[src/rtl/rty_cmd_sched.sv]
// ---------------------------------------------------------------------------
// rty_cmd_sched
//
// Purpose:
//   Shares the single command-issue slot between new commands (command
//   engine) and retry requests (retry queue). New commands normally own the
//   slot. While the retry queue is busy, a retry window of at most RTY_WINDOW
//   cycles opens after CMD_BURST new-command handshakes, or as soon as no new
//   command is requesting. A credit counter limits outstanding commands. The
//   partial-command-start pulse for the retry queue is also generated here.
//
// Ports:
//   clk, rst_n                      clock, asynchronous active-low reset
//   cmd_valid/cmd_rdy               new-command handshake
//   cmd_tag/cmd_pos/cmd_partial     new-command payload
//   rty_busy                        retry queue non-empty
//   rty_rdy/rty_valid               retry handshake (rty_valid only while rty_rdy)
//   rty_tag/rty_pos                 retry payload
//   cmd_done                        one-cycle credit return
//   out_valid/out_rdy               issued-command handshake
//   out_tag/out_pos/out_is_retry    issued-command payload
//   prt_cmd_start                   pulse: partial new command accepted
//   credit_err                      sticky: credit return overflow
//
// Configuration:
//   RTY_CMD_SCHED_STATS_EN  when defined, adds stat_rty_cnt, stat_win_timeout
//                           and stat_stall counters (all wrap, reset to 0).
// ---------------------------------------------------------------------------
module rty_cmd_sched #(
  parameter int TAGW       = 7,
  parameter int CREDITS    = 32,
  parameter int CMD_BURST  = 8,
  parameter int RTY_WINDOW = 16
) (
  input  logic            clk,
  input  logic            rst_n,
  input  logic            cmd_valid,
  output logic            cmd_rdy,
  input  logic [TAGW-1:0] cmd_tag,
  input  logic [1:0]      cmd_pos,
  input  logic            cmd_partial,
  input  logic            rty_busy,
  output logic            rty_rdy,
  input  logic            rty_valid,
  input  logic [TAGW-1:0] rty_tag,
  input  logic [1:0]      rty_pos,
  input  logic            cmd_done,
  output logic            out_valid,
  input  logic            out_rdy,
  output logic [TAGW-1:0] out_tag,
  output logic [1:0]      out_pos,
  output logic            out_is_retry,
  output logic            prt_cmd_start,
  output logic            credit_err
`ifdef RTY_CMD_SCHED_STATS_EN
  ,
  output logic [31:0]     stat_rty_cnt,
  output logic [15:0]     stat_win_timeout,
  output logic [31:0]     stat_stall
`endif
);

  localparam int CNTW = $clog2(CREDITS) + 1;
  localparam int BW   = $clog2(CMD_BURST + 1);
  localparam int WW   = $clog2(RTY_WINDOW + 1);

  typedef enum logic {
    CMD_WIN = 1'b0,
    RTY_WIN = 1'b1
  } state_e;

  state_e            state_q, state_d;
  logic [CNTW-1:0]   credit_cnt_q, credit_cnt_d;
  logic [BW-1:0]     burst_cnt_q, burst_cnt_d;
  logic [WW-1:0]     win_cnt_q, win_cnt_d;
  logic              credit_err_q, credit_err_d;
  logic              out_valid_q, out_valid_d;
  logic [TAGW-1:0]   out_tag_q, out_tag_d;
  logic [1:0]        out_pos_q, out_pos_d;
  logic              out_is_retry_q, out_is_retry_d;
  logic              prt_cmd_start_q, prt_cmd_start_d;

  logic slot_free, credit_ok;
  logic cmd_hs, rty_hs, any_hs;
  logic burst_last, win_last, win_timeout;

  // Readies depend only on state, output occupancy and credits, never on a
  // valid input, so upstream may form valid from ready without a loop.
  always_comb begin
    slot_free = ~out_valid_q | out_rdy;
    credit_ok = (credit_cnt_q != '0);
    cmd_rdy   = (state_q == CMD_WIN) & slot_free & credit_ok;
    rty_rdy   = (state_q == RTY_WIN) & slot_free & credit_ok;
    cmd_hs    = cmd_valid & cmd_rdy;
    rty_hs    = rty_valid;
    any_hs    = cmd_hs | rty_hs;
  end

  // Scheduler window control.
  always_comb begin
    // NOTE: every signal assigned here gets a default first, so no path
    // leaves it unassigned and no latch is inferred.
    state_d     = state_q;
    burst_cnt_d = burst_cnt_q;
    win_cnt_d   = win_cnt_q;
    win_timeout = 1'b0;
    burst_last  = (burst_cnt_q == BW'(CMD_BURST - 1));
    win_last    = (win_cnt_q == WW'(RTY_WINDOW - 1));
    unique case (state_q)
      CMD_WIN: begin
        if (rty_busy & (~cmd_valid | (cmd_hs & burst_last))) begin
          state_d     = RTY_WIN;
          burst_cnt_d = '0;
          win_cnt_d   = '0;
        end else if (cmd_hs & ~burst_last) begin
          // Saturates at CMD_BURST-1 while the retry queue stays empty.
          burst_cnt_d = burst_cnt_q + 1'b1;
        end
      end
      RTY_WIN: begin
        // Window time runs even when the slot or credits are unavailable.
        win_cnt_d = win_cnt_q + 1'b1;
        if (rty_hs | ~rty_busy | win_last) state_d = CMD_WIN;
        // A retry accepted on the last window cycle is not a timeout.
        win_timeout = win_last & ~rty_hs;
      end
      default: state_d = CMD_WIN;
    endcase
  end

  // Credits, output register and partial-start pulse.
  always_comb begin
    credit_cnt_d    = credit_cnt_q;
    credit_err_d    = credit_err_q;
    out_valid_d     = out_valid_q;
    out_tag_d       = out_tag_q;
    out_pos_d       = out_pos_q;
    out_is_retry_d  = out_is_retry_q;
    prt_cmd_start_d = cmd_hs & cmd_partial;

    unique case ({any_hs, cmd_done})
      2'b10: credit_cnt_d = credit_cnt_q - 1'b1;
      2'b01: begin
        if (credit_cnt_q == CNTW'(CREDITS)) credit_err_d = 1'b1;
        else                                credit_cnt_d = credit_cnt_q + 1'b1;
      end
      default: ;  // idle, or issue and return cancel out
    endcase

    if (any_hs) begin
      out_valid_d    = 1'b1;
      out_tag_d      = cmd_hs ? cmd_tag : rty_tag;
      out_pos_d      = cmd_hs ? cmd_pos : rty_pos;
      out_is_retry_d = ~cmd_hs;
    end else if (out_rdy) begin
      out_valid_d = 1'b0;
    end
  end

  // NOTE: the output payload fields are reset along with out_valid because
  // they are visible ports that must read zero after reset.
  always_ff @(posedge clk or negedge rst_n) begin
    if (!rst_n) begin
      state_q         <= CMD_WIN;
      credit_cnt_q    <= CNTW'(CREDITS);
      burst_cnt_q     <= '0;
      win_cnt_q       <= '0;
      credit_err_q    <= 1'b0;
      out_valid_q     <= 1'b0;
      out_tag_q       <= '0;
      out_pos_q       <= '0;
      out_is_retry_q  <= 1'b0;
      prt_cmd_start_q <= 1'b0;
    end else begin
      // NOTE: non-blocking assignments, so every flop samples the pre-edge
      // values computed above regardless of statement order.
      state_q         <= state_d;
      credit_cnt_q    <= credit_cnt_d;
      burst_cnt_q     <= burst_cnt_d;
      win_cnt_q       <= win_cnt_d;
      credit_err_q    <= credit_err_d;
      out_valid_q     <= out_valid_d;
      out_tag_q       <= out_tag_d;
      out_pos_q       <= out_pos_d;
      out_is_retry_q  <= out_is_retry_d;
      prt_cmd_start_q <= prt_cmd_start_d;
    end
  end

  assign out_valid     = out_valid_q;
  assign out_tag       = out_tag_q;
  assign out_pos       = out_pos_q;
  assign out_is_retry  = out_is_retry_q;
  assign prt_cmd_start = prt_cmd_start_q;
  assign credit_err    = credit_err_q;

`ifdef RTY_CMD_SCHED_STATS_EN
  logic [31:0] stat_rty_cnt_q, stat_rty_cnt_d;
  logic [15:0] stat_win_timeout_q, stat_win_timeout_d;
  logic [31:0] stat_stall_q, stat_stall_d;

  always_comb begin
    stat_rty_cnt_d     = stat_rty_cnt_q + {31'd0, rty_hs};
    stat_win_timeout_d = stat_win_timeout_q + {15'd0, win_timeout};
    stat_stall_d       = stat_stall_q + {31'd0, ~credit_ok};
  end

  always_ff @(posedge clk or negedge rst_n) begin
    if (!rst_n) begin
      stat_rty_cnt_q     <= '0;
      stat_win_timeout_q <= '0;
      stat_stall_q       <= '0;
    end else begin
      stat_rty_cnt_q     <= stat_rty_cnt_d;
      stat_win_timeout_q <= stat_win_timeout_d;
      stat_stall_q       <= stat_stall_d;
    end
  end

  assign stat_rty_cnt     = stat_rty_cnt_q;
  assign stat_win_timeout = stat_win_timeout_q;
  assign stat_stall       = stat_stall_q;
`endif

endmodule

[config.mk]
export PLATFORM = sky130hd
export DESIGN_NAME = rty_cmd_sched
export DESIGN_NICKNAME = d
export VERILOG_FILES = /design/src/rtl/rty_cmd_sched.sv
export SDC_FILE = /design/constraint.sdc
export NUM_CORES = 1
export LEC_CHECK = 0
export BUFFER_PORTS_ARGS = -buffer_cell sky130_fd_sc_hd__buf_2
export CORE_ASPECT_RATIO = 0.6
export CORE_UTILIZATION = 53
export DETAILED_ROUTE_END_ITERATION = 12
export PLACE_DENSITY = 0.79
export SYNTH_ARGS = -nofsm -noshare
export SYNTH_HDL_FRONTEND = slang
export SYNTH_SLANG_ARGS = --single-unit
[constraint.sdc]
create_clock -name clk -period 3 [get_ports clk]
set_input_delay 0.15 -clock clk [delete_from_list [all_inputs] [get_ports clk]]
set_output_delay 0.15 -clock clk [all_outputs]
set_load 0.01 [all_outputs]
# ---- Word-level counts from Yosys, hierarchy flattened
# Index checks and enable logic that the tools add are counted.
dict set report totals {
  elab_cells 61
  in_bits 26
  reg_bits 29
}
dict set report classes {
  n_addsub 4
  n_eq_ne 7
  bitwise_logic 20
  n_reduce_logical 7
  mux 13
}
# cell count
set ops {}
lappend ops {{one-hot mux 6 bit (2 select lines)} 1}
lappend ops {{one-hot mux 5 bit (2 select lines)} 1}
lappend ops {{AND 1 bit} 9}
lappend ops {{2-to-1 mux 4 bit} 2}
lappend ops {{2-to-1 mux 7 bit} 1}
lappend ops {{adder 6 x 1 -> 6 bit, second input constant} 1}
lappend ops {{equality test 6 bit, second input constant} 1}
lappend ops {{2-to-1 mux 6 bit} 1}
lappend ops {{NOT 1 bit} 6}
lappend ops {{AND reduction 2 bit} 3}
lappend ops {{nonzero test 2 bit} 3}
lappend ops {{nonzero test 6 bit} 1}
lappend ops {{subtractor 6 x 1 -> 6 bit, second input constant} 1}
lappend ops {{adder 5 x 1 -> 5 bit, second input constant} 1}
lappend ops {{equality test 5 x 4 -> 1 bit, second input constant} 1}
lappend ops {{2-to-1 mux 5 bit} 1}
lappend ops {{OR 1 bit} 5}
lappend ops {{adder 4 x 1 -> 4 bit, second input constant} 1}
lappend ops {{equality test 4 x 3 -> 1 bit, second input constant} 1}
lappend ops {{2-to-1 mux 1 bit} 4}
lappend ops {{equality test 2 x 1 -> 1 bit, second input constant} 1}
lappend ops {{equality test 2 bit, second input constant} 1}
lappend ops {{2-to-1 mux 2 bit} 1}
lappend ops {{!= test 2 x 1 -> 1 bit, second input constant} 1}
lappend ops {{2 further kinds} 2}

# ---- Depth between registers and ports, before layout
dict set report depth {
  word_depth 10
  depth_mapped 11
}

# ---- Least setup slack after synthesis
# Ideal clock, no wire load.
dict set report synth_timing {
  path_kind {register to register}
  startpoint {register credit_cnt_q[0]}
  endpoint {register credit_cnt_q[5]}
  required_ps 2925
  arrival_ps 2614
  stages_incl_launch_ff 11
  synth_period_minus_slack_ps 2689
  setup_slack_ps 311
  setup_time_ps 75
  path_cell_list {dfrtp_1 > nor3_1 > nand3b_1 > a21oi_4 > nand2_1 > ha_1 > a211oi_1 > o21bai_1 > a211o_1 > mux2_2 > mux2i_1}
}
dict set report synth_via {
  elab_chain_len 7
  word_cells_on_any_way 14
  classes_between {add/sub: 2; eq/ne: 4; mux: 2; bitwise: 3; reduce/logical: 3}
}
# item line
set synth_rtl {}
lappend synth_rtl {{from (decl)} 73} ;# logic [CNTW-1:0] credit_cnt_q, credit_cnt_d;
lappend synth_rtl {{from (signal assigned)} 165} ;# credit_cnt_q <= CNTW'(CREDITS);
lappend synth_rtl {{from (signal assigned)} 178} ;# credit_cnt_q <= credit_cnt_d;
lappend synth_rtl {{nonzero test 6 bit} 91} ;# credit_ok = (credit_cnt_q != '0);
lappend synth_rtl {{AND 1 bit} 92} ;# cmd_rdy = (state_q == CMD_WIN) & slot_free & credit_ok;
lappend synth_rtl {{AND 1 bit} 94} ;# cmd_hs = cmd_valid & cmd_rdy;
lappend synth_rtl {{OR 1 bit} 96} ;# any_hs = cmd_hs | rty_hs;
lappend synth_rtl {{equality test 2 x 1 -> 1 bit or equality test 2 bit (tied branches)} 141} ;# unique case ({any_hs, cmd_done})
lappend synth_rtl {{!= test 2 bit (no source line) or nonzero test 2 bit (tied branches)} n/a}
lappend synth_rtl {{AND reduction 2 bit (no source line)} n/a}
# Parallel ways exist; a longest one is shown, timed or not. The select of a mux whose other input is x is not followed.
# A chain may end at the register's enable or synchronous reset.

# ---- Worst setup path after layout
# Ends and elaborated chain as after synthesis.

==> results by group <==
Outcome
  – Run status: completed

Setup path
  – Slowest Stage Delay on Critical Path: 470 ps
  – Critical path's slowest cell: dfrtp_1
  – Crit path DAT: 3010 ps
  – Cell breakdown of the critical path: nor3_2, nand3b_1, a21oi_4, nand2_1, ha_1, o21ai_0, o21bai_1, a211o_1, mux2_2, mux2i_1
  – Critical path buffers and inverters: 0
  – Critical path class: reg -> reg
  – Endpoint class of the critical path: register
  – Family of cells with the greatest summed delay on the critical path: compound AO/OA/AOI/OAI gates
  – Critical Path Start Type: register
  – Worst Path Max Fanout: 6
  – Req. time, crit path: 3200 ps

Detailed routing
  – Number of vias after detailed routing: 1292
  – Routed wire length per instance: 14.90 um
  – Number of antenna-violating nets in the routed design: 0
  – Via density per instance: 5.383
  – Number of optimization iterations in the first detailed-route pass: 4
  – Post-detailed-route DRC marker count: 0
  – DRC violation total after the first TritonRoute iteration: 37
  – Total detailed-routing wirelength: 3577 um

Placed design
  – Count of input and output buffers: 40
  – Post-placement worst setup slack: 82.90 ps
  – Cell Count Post-Placement: 231
  – Routability congestion estimate: 0.9292
  – Total half-perimeter wirelength after legalization and detailed placement: 2778 um

Timing
  – F_max: 356.2 MHz
  – Fin Hold WS: 119.7 ps
  – Max-slew violation count: 0
  – Transition at the pin with the smallest max-transition slack: 629.3 ps
  – Maximum clock skew at final layout: 5.173 ps
  – Hold Vio Cnt, Final: 0
  – # setup viols final: 0
  – Min cycle time layout: 2807 ps
  – Final setup slack of the worst path: 192.7 ps
  – Max-slew headroom: 58.05%
  – Final worst path period share: 93.58%

Floorplan
  – Overall die width: 74.18 um
  – Top-Level Pins: 41
  – Die footprint: 0.003361 mm^2
  – Num rows: 15
  – Initial core utilization: 56.58%
  – Core region area: 0.002928 mm^2
  – Die Y-Extent: 45.31 um

Logic synthesis
  – Top area cells in the synthesized netlist: dfrtp_1, mux2i_1, ha_1
  – Mean area per synthesized cell: 10.97 um^2
  – Syn nets: 185
  – Count of flip-flops with a built-in enable after synthesis: 0
  – Area share of the largest cell type after synthesis: 42.30%
  – Most frequent cell after synthesis: dfrtp_1
  – Yosys synthesis warning count: 0
  – Cell count after synthesis: 151
  – Library cell occupying the most area in the post-synthesis netlist: dfrtp_1
  – Register bit total from synthesis: 29
  – Most used DFF post-synth: dfrtp_1
  – Sequential element share of the synthesized area: 43.88%
  – Commonest cells in the netlist: dfrtp_1, nor2_1, a21oi_1, mux2i_1, ha_1
  – FFs w/ async S/R, synth: 100.0%
  – Distinct cell type count of the synthesized netlist: 50
  – Cell Area, Synth: 0.001657 mm^2

GRT
  – Initial antenna violation count: 0
  – Overall Global Routing Usage: 23.63%
  – First-pass GRT wire length: 5547 um
  – Pin count of the biggest net entering global routing: 30
  – Global route overflow: 0
  – Number of global-route vias before repair: 1213

Layout
  – Sequential standard cell area: 726.9 um^2
  – Multi-input combinational cell area: 903.4 um^2
  – Finished Layout Cells: 240
  – Post-synthesis to final-layout area growth: 21.07%
  – Final Util: 68.50%
  – Final-layout fill cell count: 238
  – Diode count: 0
  – Fraction of final layout cells sized beyond drive strength 1: 33.33%
  – Final net count: 231

Job
  – Count of max-cap constraint violations: 0

Pwr
  – Leakage: 0.0009679 uW
  – Power, Total: 1543 uW
  – Peak supply drop: 0.5240 mV
  – P per Cell Area: 769.3 mW/mm^2

Clock tree
  – Number of H-tree levels: 2
  – Buffers inserted during post-CTS setup optimization: 0
  – TritonCTS clock tree: done
  – Master cell of the clock root buffer: clkbuf_8
  – CTS Sinks: 29
  – Latest clock arrival within the worst-skew pair: 280 ps
  – Clock buffer count from CTS: 5
  – Clock transition at path regs: 60 ps
  – Number of buffers on the longest clock path: 2

Hold path
  – Path type of the worst min-delay path: in -> reg
-- repair_timing --
action,CTS,global route
endpoints found under the setup margin,0,1
resized for setup,0,2
endpoints found under the hold margin,28,0
hold buffers,1,0
-- sequential cells by signal, summed over array words and instances (netlist names) --
register	flops
out_valid	1
burst_cnt_q	4
credit_err	1
state_q	1
out_is_retry	1
credit_cnt_q	6
prt_cmd_start	1
out_tag	7
out_pos	2
win_cnt_q	5
-- cells in the final DEF, fill, tap and decap left out, drive strengths merged, types with 2 or more instances in the layout --
master | Yosys | final
xnor2 | 3 | 3
nor3 | 2 | 2
o21bai | 2 | 2
clkinv | 0 | 2
nand3 | 2 | 2
nor3b | 2 | 2
o21a | 2 | 2
a211oi | 2 | 2
xor2 | 5 | 5
ha | 7 | 7
mux2i | 12 | 12
inv | 2 | 2
a211o | 3 | 3
nand3b | 2 | 2
dfrtp | 28 | 28
a22o | 2 | 2
clkbuf | 2 | 6
mux2 | 5 | 5
a21o | 3 | 3
buf | 3 | 43
nor2 | 21 | 21
a21oi | 13 | 13
o21ai | 5 | 5
nand2 | 6 | 6
and3 | 3 | 3
-- routing by layer --
metal	global-route usage [%]	up-vias	wire, um	part of all wire (%)
met5	0	-	0	0
met4	10.38	0	40	1.1
met3	7.589	6	128	3.6
met2	35.64	33	1707	48
met1	31.44	613	1701	48
li1	-	640	-	-
-- power by group --
part           switching, uW  internal, uW
sequential               137           507
combinational            302           295
clock                    142           160
-- worst reg2reg max path: stages (launching register included) --
cell and delay [ps]:
dfrtp_1 470, nor3_2 240, nand3b_1 210, a21oi_4 200, nand2_1 170, ha_1 380, o21ai_0 250, o21bai_1 90
a211o_1 310, mux2_2 270, mux2i_1 150
-- kinds of logic after synthesis --
logic type,count (synthesis),share of synthesized area [%]
DFF,29,43.88
and+or+nand+nor,45,14.43
muxes,17,11.40
adders and majority gates,8,6.495
xor gates and xnor gates,8,4.230
buffers and inverters,7,2.190
AOI/OAI and AO/OA,37,17.37
-- path summary, 6_finish.rpt --
path,startpoint,to,slack [ps],cells after the start
min reg2reg,out_is_retry$_DFFE_PN0P_,out_is_retry$_DFFE_PN0P_,490,1
max in group asynchronous,rst_n,credit_cnt_q[1]$_DFFE_PN0P_,2160,2
min in group asynchronous,rst_n,out_tag[3]$_DFFE_PN0P_,430,2
max,credit_cnt_q[0]$_DFFE_PN0P_,credit_cnt_q[5]$_DFFE_PN1P_,190,10
min,cmd_tag[0],out_tag[0]$_DFFE_PN0P_,120,3
max reg2reg,credit_cnt_q[0]$_DFFE_PN0P_,credit_cnt_q[5]$_DFFE_PN1P_,190,10
-- per-stage QoR --
stage               setup TNS, ps  instance area [um^2]
finish                          0                  2006
global route               -52.48                  2006
CTS                             0                  1996
detailed placement              0                  1903
global placement                0                  1903
floorplan                       0                  1657
-- final cells by class --
cell class,count,area share (%)
well taps,42,2.620
clock inverters,2,0.4991
repair buffers,44,11.60
flip-flops and latches,29,36.24
multi-input cells,115,45.04
clock buffers,6,3.618
inverters,2,0.3743
Power figures use the tool's default switching activity.
